File: config.mk
export PLATFORM = sky130hd
export DESIGN_NAME = adbg_multicore_halt_ctrl
export DESIGN_NICKNAME = d
export VERILOG_FILES = /design/src/rtl/adbg_halt_pkg.sv /design/src/rtl/adbg_halt_core_fsm.sv /design/src/rtl/adbg_multicore_halt_ctrl.sv
export SDC_FILE = /design/constraint.sdc
export NUM_CORES = 1
export LEC_CHECK = 0
export CORE_MARGIN = 2
export CORE_UTILIZATION = 39
export CTS_BUF_LIST = sky130_fd_sc_hd__clkbuf_4
export DETAILED_ROUTE_END_ITERATION = 8
export PLACE_DENSITY = 0.56
export SLEW_MARGIN = 20
export SYNTH_ARGS = -nofsm -noshare
export SYNTH_HDL_FRONTEND = slang
export SYNTH_SLANG_ARGS = --single-unit
export TNS_END_PERCENT = 100
File: constraint.sdc
create_clock -name cpu_clk_i -period 6.24 [get_ports cpu_clk_i]
set_clock_uncertainty 0.1 [all_clocks]
set_input_delay 1.56 -clock cpu_clk_i [delete_from_list [all_inputs] [get_ports cpu_clk_i]]
set_output_delay 1.56 -clock cpu_clk_i [all_outputs]
set_load 0.01 [all_outputs]
File: src/rtl/adbg_halt_pkg.sv
// Shared encodings for the multi-core run/halt controller:
// per-core states, halt reasons and host command opcodes.
package adbg_halt_pkg;

  typedef enum logic [1:0] {
    STATE_RUN     = 2'd0,
    STATE_HALTING = 2'd1,
    STATE_HALTED  = 2'd2,
    STATE_STEP    = 2'd3
  } state_t;

  typedef enum logic [1:0] {
    REASON_BP    = 2'd0,
    REASON_STEP  = 2'd1,
    REASON_HOST  = 2'd2,
    REASON_GROUP = 2'd3
  } reason_t;

  // Opcodes 5-7 are reserved and decode as NOP.
  typedef enum logic [2:0] {
    OP_NOP       = 3'd0,
    OP_HALT      = 3'd1,
    OP_RESUME    = 3'd2,
    OP_STEP      = 3'd3,
    OP_SET_GROUP = 3'd4
  } op_t;

endpackage

File: src/rtl/adbg_halt_core_fsm.sv
// One core's run/halt state machine: state, latched halt reason,
// single-step counter, stall request and halted-event pulse.
module adbg_halt_core_fsm
  import adbg_halt_pkg::*;
#(
  parameter int STEP_W = 8
) (
  input  logic              cpu_clk_i,
  input  logic              cpu_rstn_i,
  input  logic              bp_i,
  input  logic              halted_i,
  input  logic              retire_i,
  input  logic              halt_req_i,
  input  logic              resume_req_i,
  input  logic              step_req_i,
  input  logic [STEP_W-1:0] step_arg_i,
  input  logic              group_trig_i,
  output logic [1:0]        state_o,
  output logic [1:0]        reason_o,
  output logic              stall_o,
  output logic              halt_evt_o,
  output logic              bp_trig_o,
  output logic              halting_o
);

  localparam logic [1:0] S_RUN     = STATE_RUN;
  localparam logic [1:0] S_HALTING = STATE_HALTING;
  localparam logic [1:0] S_HALTED  = STATE_HALTED;
  localparam logic [1:0] S_STEP    = STATE_STEP;

  localparam logic [1:0] R_BP    = REASON_BP;
  localparam logic [1:0] R_STEP  = REASON_STEP;
  localparam logic [1:0] R_HOST  = REASON_HOST;
  localparam logic [1:0] R_GROUP = REASON_GROUP;

  localparam logic [STEP_W-1:0] CNT_ONE = STEP_W'(1);

  logic [1:0]        state_q, state_d;
  logic [1:0]        reason_q, reason_d;
  logic [STEP_W-1:0] cnt_q, cnt_d;
  logic              evt_q, evt_d;
  logic              bp_trig_q, bp_trig_d;
  logic              enter;
  logic [1:0]        why;
  logic              step_done;

  always_comb begin
    state_d   = state_q;
    reason_d  = reason_q;
    cnt_d     = cnt_q;
    evt_d     = 1'b0;
    bp_trig_d = 1'b0;
    enter     = 1'b0;
    why       = R_GROUP;
    step_done = (state_q == S_STEP) && retire_i && (cnt_q == CNT_ONE);

    case (state_q)
      S_RUN, S_STEP: begin
        if (state_q == S_STEP && retire_i) begin
          cnt_d = cnt_q - CNT_ONE;
        end
        // Halt causes are tested in reason priority order: BP > STEP > HOST > GROUP.
        if (bp_i) begin
          enter = 1'b1;
          why   = R_BP;
        end else if (step_done) begin
          enter = 1'b1;
          why   = R_STEP;
        end else if (halt_req_i) begin
          enter = 1'b1;
          why   = R_HOST;
        end else if (group_trig_i) begin
          enter = 1'b1;
          why   = R_GROUP;
        end
      end
      S_HALTING: begin
        if (halted_i) begin
          state_d = S_HALTED;
          evt_d   = 1'b1;
        end
      end
      default: begin
        if (resume_req_i) begin
          state_d = S_RUN;
        end else if (step_req_i) begin
          state_d = S_STEP;
          cnt_d   = (step_arg_i == '0) ? CNT_ONE : step_arg_i;
        end
      end
    endcase

    if (enter) begin
      state_d   = S_HALTING;
      reason_d  = why;
      bp_trig_d = (why == R_BP);
    end
  end

  always_ff @(posedge cpu_clk_i or negedge cpu_rstn_i) begin
    if (!cpu_rstn_i) begin
      state_q   <= S_RUN;
      reason_q  <= R_BP;
      cnt_q     <= '0;
      evt_q     <= 1'b0;
      bp_trig_q <= 1'b0;
    end else begin
      state_q   <= state_d;
      reason_q  <= reason_d;
      cnt_q     <= cnt_d;
      evt_q     <= evt_d;
      bp_trig_q <= bp_trig_d;
    end
  end

  // A running core stalls on a breakpoint in the same cycle, before the FSM reacts.
  assign stall_o    = (state_q == S_HALTING || state_q == S_HALTED) ? 1'b1 : bp_i;
  assign state_o    = state_q;
  assign reason_o   = reason_q;
  assign halt_evt_o = evt_q;
  assign bp_trig_o  = bp_trig_q;
  assign halting_o  = (state_q == S_HALTING);

endmodule

File: src/rtl/adbg_multicore_halt_ctrl.sv
// Multi-core run/halt controller: host command decode, ready generation,
// halt-group registers and breakpoint cross-triggering around per-core FSMs.
module adbg_multicore_halt_ctrl
  import adbg_halt_pkg::*;
#(
  parameter int NB_CORES  = 4,
  parameter int NB_GROUPS = 2,
  parameter int STEP_W    = 8
) (
  input  logic                  cpu_clk_i,
  input  logic                  cpu_rstn_i,
  input  logic                  cmd_valid_i,
  output logic                  cmd_ready_o,
  input  logic [2:0]            cmd_op_i,
  input  logic [NB_CORES-1:0]   cmd_mask_i,
  input  logic [STEP_W-1:0]     cmd_arg_i,
  input  logic [NB_CORES-1:0]   bp_i,
  input  logic [NB_CORES-1:0]   halted_i,
  input  logic [NB_CORES-1:0]   retire_i,
  output logic [NB_CORES-1:0]   cpu_stall_o,
  output logic [2*NB_CORES-1:0] state_o,
  output logic [2*NB_CORES-1:0] reason_o,
  output logic [NB_CORES-1:0]   halt_evt_o
);

  localparam int GI_W = (STEP_W < 3) ? STEP_W : 3;

  logic [NB_GROUPS-1:0][NB_CORES-1:0] group_q, group_d;
  logic [NB_CORES-1:0] halting_vec;
  logic [NB_CORES-1:0] bp_trig;
  logic [NB_CORES-1:0] group_trig;
  logic [NB_CORES-1:0] halt_req, resume_req, step_req;
  logic [GI_W-1:0]     grp_idx;
  logic                is_ctrl_op;
  logic                cmd_fire;

  assign grp_idx = cmd_arg_i[GI_W-1:0];

  // Control ops to a core still waiting for its halted ack are back-pressured.
  always_comb begin
    is_ctrl_op  = (cmd_op_i == OP_HALT) || (cmd_op_i == OP_RESUME) || (cmd_op_i == OP_STEP);
    cmd_ready_o = !(is_ctrl_op && |(cmd_mask_i & halting_vec));
    cmd_fire    = cmd_valid_i && cmd_ready_o;
    halt_req    = (cmd_fire && cmd_op_i == OP_HALT)   ? cmd_mask_i : '0;
    resume_req  = (cmd_fire && cmd_op_i == OP_RESUME) ? cmd_mask_i : '0;
    step_req    = (cmd_fire && cmd_op_i == OP_STEP)   ? cmd_mask_i : '0;
  end

  always_comb begin
    group_d = group_q;
    if (cmd_fire && cmd_op_i == OP_SET_GROUP) begin
      for (int g = 0; g < NB_GROUPS; g++) begin
        if (int'(grp_idx) == g) begin
          group_d[g] = cmd_mask_i;
        end
      end
    end
  end

  always_ff @(posedge cpu_clk_i or negedge cpu_rstn_i) begin
    if (!cpu_rstn_i) begin
      group_q <= '0;
    end else begin
      group_q <= group_d;
    end
  end

  // bp_trig is already one cycle behind the BP entry, giving peers their n+2 halt.
  always_comb begin
    group_trig = '0;
    for (int k = 0; k < NB_CORES; k++) begin
      for (int j = 0; j < NB_CORES; j++) begin
        for (int g = 0; g < NB_GROUPS; g++) begin
          if (j != k && bp_trig[j] && group_q[g][j] && group_q[g][k]) begin
            group_trig[k] = 1'b1;
          end
        end
      end
    end
  end

  for (genvar i = 0; i < NB_CORES; i++) begin : g_core
    adbg_halt_core_fsm #(
      .STEP_W (STEP_W)
    ) u_fsm (
      .cpu_clk_i    (cpu_clk_i),
      .cpu_rstn_i   (cpu_rstn_i),
      .bp_i         (bp_i[i]),
      .halted_i     (halted_i[i]),
      .retire_i     (retire_i[i]),
      .halt_req_i   (halt_req[i]),
      .resume_req_i (resume_req[i]),
      .step_req_i   (step_req[i]),
      .step_arg_i   (cmd_arg_i),
      .group_trig_i (group_trig[i]),
      .state_o      (state_o[2*i +: 2]),
      .reason_o     (reason_o[2*i +: 2]),
      .stall_o      (cpu_stall_o[i]),
      .halt_evt_o   (halt_evt_o[i]),
      .bp_trig_o    (bp_trig[i]),
      .halting_o    (halting_vec[i])
    );
  end

endmodule

Word level (Yosys, flattened, before mapping)
Cells that the tools add are included.
{ "op_classes": {"add_sub_neg": 4, "n_eq_ne": 37, "mux": 116, "bitwise": 5, "reduce_logical": 86} }
{ "op_table": {"columns": ["operator", "n"], "rows": [
  ["$mux 8", 13],
  ["$mux 1", 64],
  ["$pmux 8 s2", 4],
  ["$mux 2", 28],
  ["$logic_and 1x1->1", 46],
  ["$eq 8x1->1 const B", 4],
  ["$sub 8x1->8 const B", 4],
  ["$ne 2x1->1 const B", 12],
  ["$eq 2x2->1 const B", 8],
  ["$logic_not 2->1", 8],
  ["$pmux 2 s2", 4],
  ["$reduce_and 4->1", 4],
  ["$reduce_bool 4->1", 4],
  ["$mux 4", 3],
  ["$ne 3x3->1 const B", 4],
  ["$reduce_and 3->1", 4],
  ["$eq 3x2->1 const B", 3],
  ["$eq 2x1->1 const B", 4],
  ["$logic_not 8->1", 1],
  ["$reduce_bool 2->1", 4],
  ["$reduce_or 2->1", 4],
  ["$logic_or 1x1->1", 6],
  ["$and 4x4->4", 1],
  ["$not 1->1", 4],
  ["other kinds (6)", 7]
]} }
{ "totals": {"ff_bits": 64, "inputBits": 30, "output_inout_bits": 25, "word_cells": 270} }

Logic depth before layout (Yosys ltp)
Gate-level depths: netlist (run 1).
{ "logic_depth": {"ltp_word": 15, "mapped_depth": 9, "mapped_depth_nobuf": 7} }

By module
A second synthesis (run 1) with hierarchy kept.
{ "unflattened": {"hier_cells": 471, "hier_area_um2": 4140.2} }
{ "modules_own_cells": {"columns": ["mod", "n_inst", "cells_each", "area_each_um2", "seq_area_each_um2"], "rows": [
  ["adbg_halt_core_fsm (g_core[0].u_fsm)", 1, 102, 910.9, 350.3],
  ["adbg_halt_core_fsm (g_core[3].u_fsm)", 1, 103, 889.6, 350.3],
  ["adbg_halt_core_fsm (g_core[1].u_fsm)", 1, 100, 883.3, 350.3],
  ["adbg_halt_core_fsm (g_core[2].u_fsm)", 1, 100, 868.3, 350.3],
  ["adbg_multicore_halt_ctrl", 1, 66, 588.1, 200.2]
]} }

Least setup slack after synthesis (run 1)
OpenSTA, ideal clock, no wires.
{ "synth_timing": {"path_type": "input port to output port", "start": "input port cmd_mask_i[3]", "end": "output port cmd_ready_o", "t_arrival_ps": 2091, "required_time_ps": 4580, "path_slack_ps": 2489, "stages": 2, "path_buffers": 0, "path_cell_list": "a22o_1 > o21ai_0"} }
{ "synth_via": {"elab_chain_len": 4} }
{ "synth_rtl": {"columns": ["item", "line_no", "text"], "rows": [
  ["from (decl)", "adbg_multicore_halt_ctrl.sv:15", "input logic [NB_CORES-1:0] cmd_mask_i,"],
  ["$and 4x4->4", "adbg_multicore_halt_ctrl.sv:42", "cmd_ready_o = !(is_ctrl_op && |(cmd_mask_i & halting_vec));"],
  ["$reduce_or 4->1", "adbg_multicore_halt_ctrl.sv:42", null],
  ["$logic_and 1x1->1", "adbg_multicore_halt_ctrl.sv:42", null],
  ["$logic_not 1->1", "adbg_multicore_halt_ctrl.sv:42", null],
  ["to (decl)", "adbg_multicore_halt_ctrl.sv:13", "output logic cmd_ready_o,"]
]} }
No other way between the ends.

Worst setup path in the final report (run 1)
{ "layout_timing": {"start": "input port cmd_mask_i[0]", "end": "output port cmd_ready_o"} }
The elaborated chain is that of the path after synthesis.

==> results of run 1 <==
==> worst max-delay path, delay by kind of cell <==
| kind | cells | cell delay, ns |
|---|---|---|
| buffers and inverters | 2 | 1.14 |
| AO/OA/AOI/OAI | 2 | 0.48 |
==> routing by layer <==
layer  vias up  track usage [%]  part of all wire [%]
met4         0            9.962                   3.6
met2        97            31.87                    45
met3        32            5.334                   4.8
li1       1783                -                     -
met5         -                0                     0
met1      1712            27.80                    46
==> state kept, by name, summed over array words and instances, names as in the netlist <==
signal / cells
g_core.u_fsm.bp_trig_o: 4
g_core.u_fsm.cnt_q: 32
g_core.u_fsm.reason_o: 8
g_core.u_fsm.state_o: 8
g_core.u_fsm.halt_evt_o: 4
group_q: 8
==> through the flow <==
stage	instance area, µm²	instances	power [mW]
4_1_cts	4787	635	2.268
3_3_place_gp	4657	619	1.968
2_1_floorplan	4070	453	1.618
5_1_grt	4787	635	2.460
6_report	4787	635	2.252
3_5_place_dp	4657	619	1.977
==> cells in the mapped netlist, types with 9 or more instances <==
cell,instances,share of area (%)
nand2_1,39,3.6
nor4_1,11,1.7
nand3_1,16,2.0
o221a_1,11,3.0
nor2_1,33,3.0
inv_1,28,2.6
o21ai_0,19,2.3
nor3_1,15,1.8
clkbuf_1,15,1.4
a21oi_1,31,3.8
nand2b_1,11,1.7
or3_1,9,1.4
dfrtp_1,64,39
ha_1,16,4.9
==> cells by family (layout without fill, tap and decap cells) <==
group | count (synthesis) | after routing | synth area share (%)
AND/OR/NAND/NOR | 178 | 178 | 23.76
buffers and inverters | 53 | 99 | 5.687
flip-flops | 64 | 64 | 39.35
multiplexers | 6 | 6 | 1.598
adder cells (fa/ha/maj) | 16 | 16 | 4.918
AO/OA/AOI/OAI | 136 | 136 | 24.69
==> area by class of cell <==
| cell class | count | area, µm² |
|---|---|---|
| clock buffer | 9 | 67.56 |
| multi-input combinational | 336 | 2237 |
| inverter | 28 | 105.1 |
| timing repair buffer | 55 | 543.0 |
| sequential | 64 | 1602 |
| clock inverter | 7 | 62.56 |
| tap | 136 | 170.2 |
| fill | 990 | 5444 |
==> worst max-delay path by stage <==
stage	to	slack, ns	cells past startpoint
global placement	cmd_ready_o	1.43	4
finish	cmd_ready_o	1.41	4
detailed placement	cmd_ready_o	1.40	4
global route	cmd_ready_o	1.33	4
CTS	cmd_ready_o	1.40	4
floorplan	cmd_ready_o	2.49	2
==> cell usage in the layout (no fill, tap or decap), drive strengths merged, types with 4 or more instances in the layout <==
cell type	n
nor4	12
nand2b	11
nor2	33
ha	16
mux2	4
clkdlybuf4s50	53
o221a	11
nor3	15
o21a	4
dfrtp	64
nand2	40
and4	4
a21oi	31
o21ai	27
nand3	16
inv	28
nand4	7
a31oi	6
and2	7
o31ai	6
o22ai	5
or4	4
o22a	8
a21o	4
or3	9
a222oi	8
o211ai	4
clkinv	4
clkbuf	9
nor3b	4
nand3b	5
o41ai	4
==> power breakdown <==
part	switching [mW]	internal, mW
combinational	0.666	0.536
sequential	0.189	0.584
clock	0.160	0.118
==> flow_metrics.py, run 1 <==
metrics = {
    "worst_setup_path": {
        "critical_path.endpoint_type": "output pin",
        "crit_type": "primary input to output pin",
        "r2r_slack_ns": 3.30,
        "worstPathMaxFanout": 7,
        "cp_slowest_cell": "clkdlybuf4s50_1",
        "r2r_end": "g_core[2].u_fsm.cnt_q[7]",
        "cp_common_cell": "clkdlybuf4s50_1",
        "cp_data_required_time_ns": 4.58,
        "crit_start": "cmd_mask_i[0]",
        "path_cells": "clkdlybuf4s50_1, a22o_1, o21ai_0, clkdlybuf4s50_1",
        "reg2reg_depth": 6,
        "arrival_ns": 3.17,
        "r2r-start": "g_core[2].u_fsm.state_o[0]",
        "cpPeakStageDelay_ns": 0.58,
        "cp-start-kind": "primary input",
    },
    "sta": {
        "timing.hold.ws_ns": 0.4265,
        "worst_slack_ns": 1.409,
        "hold_viol": 0,
        "fmax_ghz": 0.2070,
        "min_period_ns": 4.831,
        "worstMarginPinSlew_ns": 1.018,
        "slew_headroom_pct": 31.65,
        "rsz0062_at_grt": "no",
        "maxSlewViolCount": 0,
        "setup-tns-final_ns": 0,
        "period_share_pct": 77.42,
        "setup_viol": 0,
    },
    "routing": {
        "wl_per_cell_um": 17.74,
        "drt-total-wl_um": 11260,
        "drc": 0,
        "num_vias": 3624,
        "vias_per_cell": 5.707,
        "first_pass_iters": 7,
        "detail-route-antenna-nets": 0,
        "drt_iter0_drc": 303,
    },
    "cts": {
        "cts_buffers": 9,
        "postCtsSetupBuffers": 0,
        "clk_pin_slew_worst_paths_ns": 0.11,
        "cts.repair.resized": 0,
        "ctsHoldBuffers": 0,
        "h-tree-depth": 3,
        "clock_sinks": 64,
        "root_buffer": "clkbuf_4",
        "ctsLongestPathBuffers": 2,
        "cts_tree": "done",
        "insertion_delay_ns": 0.43,
    },
    "die": {
        "start_util_pct": 39.78,
        "fp.dieArea_um2": 11270,
        "num_rows": 37,
        "ios": 55,
        "die_y_um": 106.2,
        "die_w_um": 106.2,
        "core_um2": 10230,
    },
    "global_route": {
        "grt_pass1_vias": 3531,
        "antenna_found_initial": 0,
        "grt-ovfl-total": 0,
        "grt_pass1_wl_um": 18160,
        "grt_start_max_net_pins": 65,
        "track_usage_pct": 20.94,
    },
    "power": {
        "irDropWorstVdd_uv": 315.4,
        "leakage_nw": 1.949,
        "power_per_cell_area_nw_per_um2": 470.5,
    },
    "placed_design": {
        "dpl_worst_slack_ns": 1.399,
        "place.gp.congestion": 0.8583,
        "dp_hpwl_um": 8033,
        "io_buffers": 54,
    },
    "yosys": {
        "syn_area_per_cell_um2": 8.985,
        "synth-seq-area-share_pct": 39.35,
        "ys_types": 61,
        "syn_inst": 453,
        "ys.warnings.count": 0,
        "synth.ff_latch_count": 64,
        "async_flop_share_pct": 100.0,
        "synth_ff_type": "dfrtp_1",
        "syn_nets": 499,
        "synth_edf_count": 0,
        "syn_area_um2": 4070,
    },
    "final_layout": {
        "finish.utilization_pct": 46.79,
        "drive_gt1_share_pct": 5.210,
        "diodes": 0,
        "syn2layout_area_growth_pct": 17.61,
        "layout.nets": 540,
    },
    "worst_hold_path": {
        "holdPathEnd": "g_core[2].u_fsm.cnt_q[7]",
        "min-delay-start": "g_core[2].u_fsm.cnt_q[7]",
        "hold_depth": 1,
        "hp-class": "register to register",
    },
    "job": {
        "cap_viol_max_count": 0,
    },
    "outcome": {
        "status": "complete, no violations",
    },
}
No activity file was read; power rests on OpenSTA's default activity.
==> inputs of run 2 (changes only) <==
Clock period 6.24 ns to 4.8 ns, I/O delays scaled along.
==> run 2 against run 1 <==
  * Cell area increased by 0.31%
  * Register-to-register slack got worse by 1.5 ns
  * Worst hold slack about the same
  * Clock power increased by 33%
  * Global-route usage increased by 0.31 points
  * Cell count increased by 0.31%
  * Sequential power increased by 30%
  * Die area unchanged
  * Count of clock-buffer cells in the layout increased by 2
  * Combinational power increased by 32%
  * Critical path type unchanged
  * Largest cell class unchanged
  * Largest power group unchanged
  * Highest routed layer unchanged
==> flow_metrics.py, run 2 (synthesis results as in run 1) <==
metrics = {
    "die": {
        "die_w_um": 106.2,
        "core_um2": 10230,
        "die_y_um": 106.2,
        "start_util_pct": 39.78,
        "num_rows": 37,
        "ios": 55,
        "fp.dieArea_um2": 11270,
    },
    "cts": {
        "insertion_delay_ns": 0.43,
        "h-tree-depth": 3,
        "clock_sinks": 64,
        "cts_tree": "done",
        "postCtsSetupBuffers": 0,
        "ctsLongestPathBuffers": 2,
        "cts_buffers": 9,
        "cts.repair.resized": 0,
        "root_buffer": "clkbuf_4",
        "clk_pin_slew_worst_paths_ns": 0.10,
        "ctsHoldBuffers": 0,
    },
    "routing": {
        "drt-total-wl_um": 11430,
        "vias_per_cell": 5.870,
        "num_vias": 3739,
        "drc": 0,
        "wl_per_cell_um": 17.95,
        "drt_iter0_drc": 303,
        "detail-route-antenna-nets": 0,
        "first_pass_iters": 6,
    },
    "worst_hold_path": {
        "hold_depth": 1,
        "hp-class": "register to register",
    },
    "sta": {
        "worstMarginPinSlew_ns": 1.038,
        "hold_viol": 0,
        "fmax_ghz": 0.2417,
        "period_share_pct": 86.19,
        "maxSlewViolCount": 0,
        "setup-tns-final_ns": 0,
        "slew_headroom_pct": 30.32,
        "min_period_ns": 4.137,
        "rsz0062_at_grt": "no",
        "setup_viol": 0,
    },
    "global_route": {
        "grt_pass1_vias": 3542,
        "antenna_found_initial": 0,
        "track_usage_pct": 21.25,
        "grt-ovfl-total": 0,
        "grt_pass1_wl_um": 18490,
        "grt_start_max_net_pins": 35,
    },
    "power": {
        "irDropWorstVdd_uv": 467.5,
        "finalPower_mw": 2.951,
        "leakage_nw": 1.968,
        "power_per_cell_area_nw_per_um2": 614.5,
    },
    "placed_design": {
        "place.gp.congestion": 0.8641,
        "dp_hpwl_um": 8146,
        "io_buffers": 54,
    },
    "worst_setup_path": {
        "cp_data_required_time_ns": 3.50,
        "critical_path.endpoint_type": "output pin",
        "cp-start-kind": "primary input",
        "reg2reg_depth": 6,
        "crit_type": "primary input to output pin",
        "worstPathMaxFanout": 7,
        "arrival_ns": 2.84,
    },
    "final_layout": {
        "drive_gt1_share_pct": 5.589,
        "fillers": 977,
        "layout.nets": 542,
        "layout.cells.most_common": "dfrtp_1",
        "syn2layout_area_growth_pct": 17.98,
        "largest_reg_flops": 32,
        "layout_common_cells": "64 x dfrtp_1, 53 x clkdlybuf4s50_1, 39 x nand2_1",
        "diodes": 0,
        "largest_register": "g_core.u_fsm.cnt_q",
    },
    "job": {
        "cap_viol_max_count": 0,
    },
    "outcome": {
        "status": "complete, no violations",
    },
}
## run 2: cell types whose count changed in the layout (fill, tap and decap cells not counted)
cell,change
buf_4,+2
clkinvlp_4,-2
clkbuf_4,+2
## run 2: power by group
| group | switching (mW) | internal (mW) |
|---|---|---|
| clock network | 0.203 | 0.166 |
| registers | 0.244 | 0.759 |
| logic | 0.877 | 0.702 |
## run 2: through the flow
stage / hold slack [ns] / area [µm²] / util [%] / std cells / setup WS, ns
global placement: 0.4034 / 4672 / 45.66 / 621 / 0.7003
detailed placement: 0.4079 / 4672 / 45.66 / 621 / 0.6781
global route: 0.4583 / 4802 / 46.94 / 637 / 0.6243
finish: 0.4267 / 4802 / 46.94 / 637 / 0.6631
CTS: 0.4344 / 4802 / 46.94 / 637 / 0.6720
floorplan: 0.3786 / 4070 / - / 453 / 1.769
## run 2: worst paths after layout
kind / end / from / slack (ns)
setup / recovery: cmd_ready_o / cmd_mask_i[0] / 0.66
hold / removal: g_core[2].u_fsm.cnt_q[7] / g_core[2].u_fsm.cnt_q[7] / 0.43
setup reg to reg: g_core[2].u_fsm.cnt_q[2] / g_core[2].u_fsm.state_o[0] / 1.82
hold reg to reg: g_core[2].u_fsm.cnt_q[7] / g_core[2].u_fsm.cnt_q[7] / 0.43
max in group asynchronous: g_core[1].u_fsm.reason_o[1] / cpu_rstn_i / 2.94
min in group asynchronous: g_core[3].u_fsm.reason_o[0] / cpu_rstn_i / 0.73
## run 2: area by class of cell
class / instances / area [µm²] / area share [%]
clock inverters: 5 / 47.55 / 0.9901
inverters: 28 / 105.1 / 2.189
multi-input cells: 336 / 2237 / 46.59
well taps: 136 / 170.2 / 3.544
clock buffers: 11 / 82.58 / 1.720
repair buffers: 57 / 558.0 / 11.62
flip-flops and latches: 64 / 1602 / 33.35
## run 2: critical path, cell delays in order
cell and delay [ns]:
clkdlybuf4s50_1 0.57, a22o_1 0.32, o21ai_0 0.19, clkdlybuf4s50_1 0.56
## run 2: metal layers
| layer | track usage, % | up-vias | wire, µm |
|---|---|---|---|
| met5 | 0 | - | 0 |
| met4 | 6.955 | 0 | 206 |
| met3 | 5.763 | 19 | 575 |
| met2 | 33.01 | 108 | 5357 |
| met1 | 28.69 | 1824 | 5294 |
| li1 | - | 1788 | - |
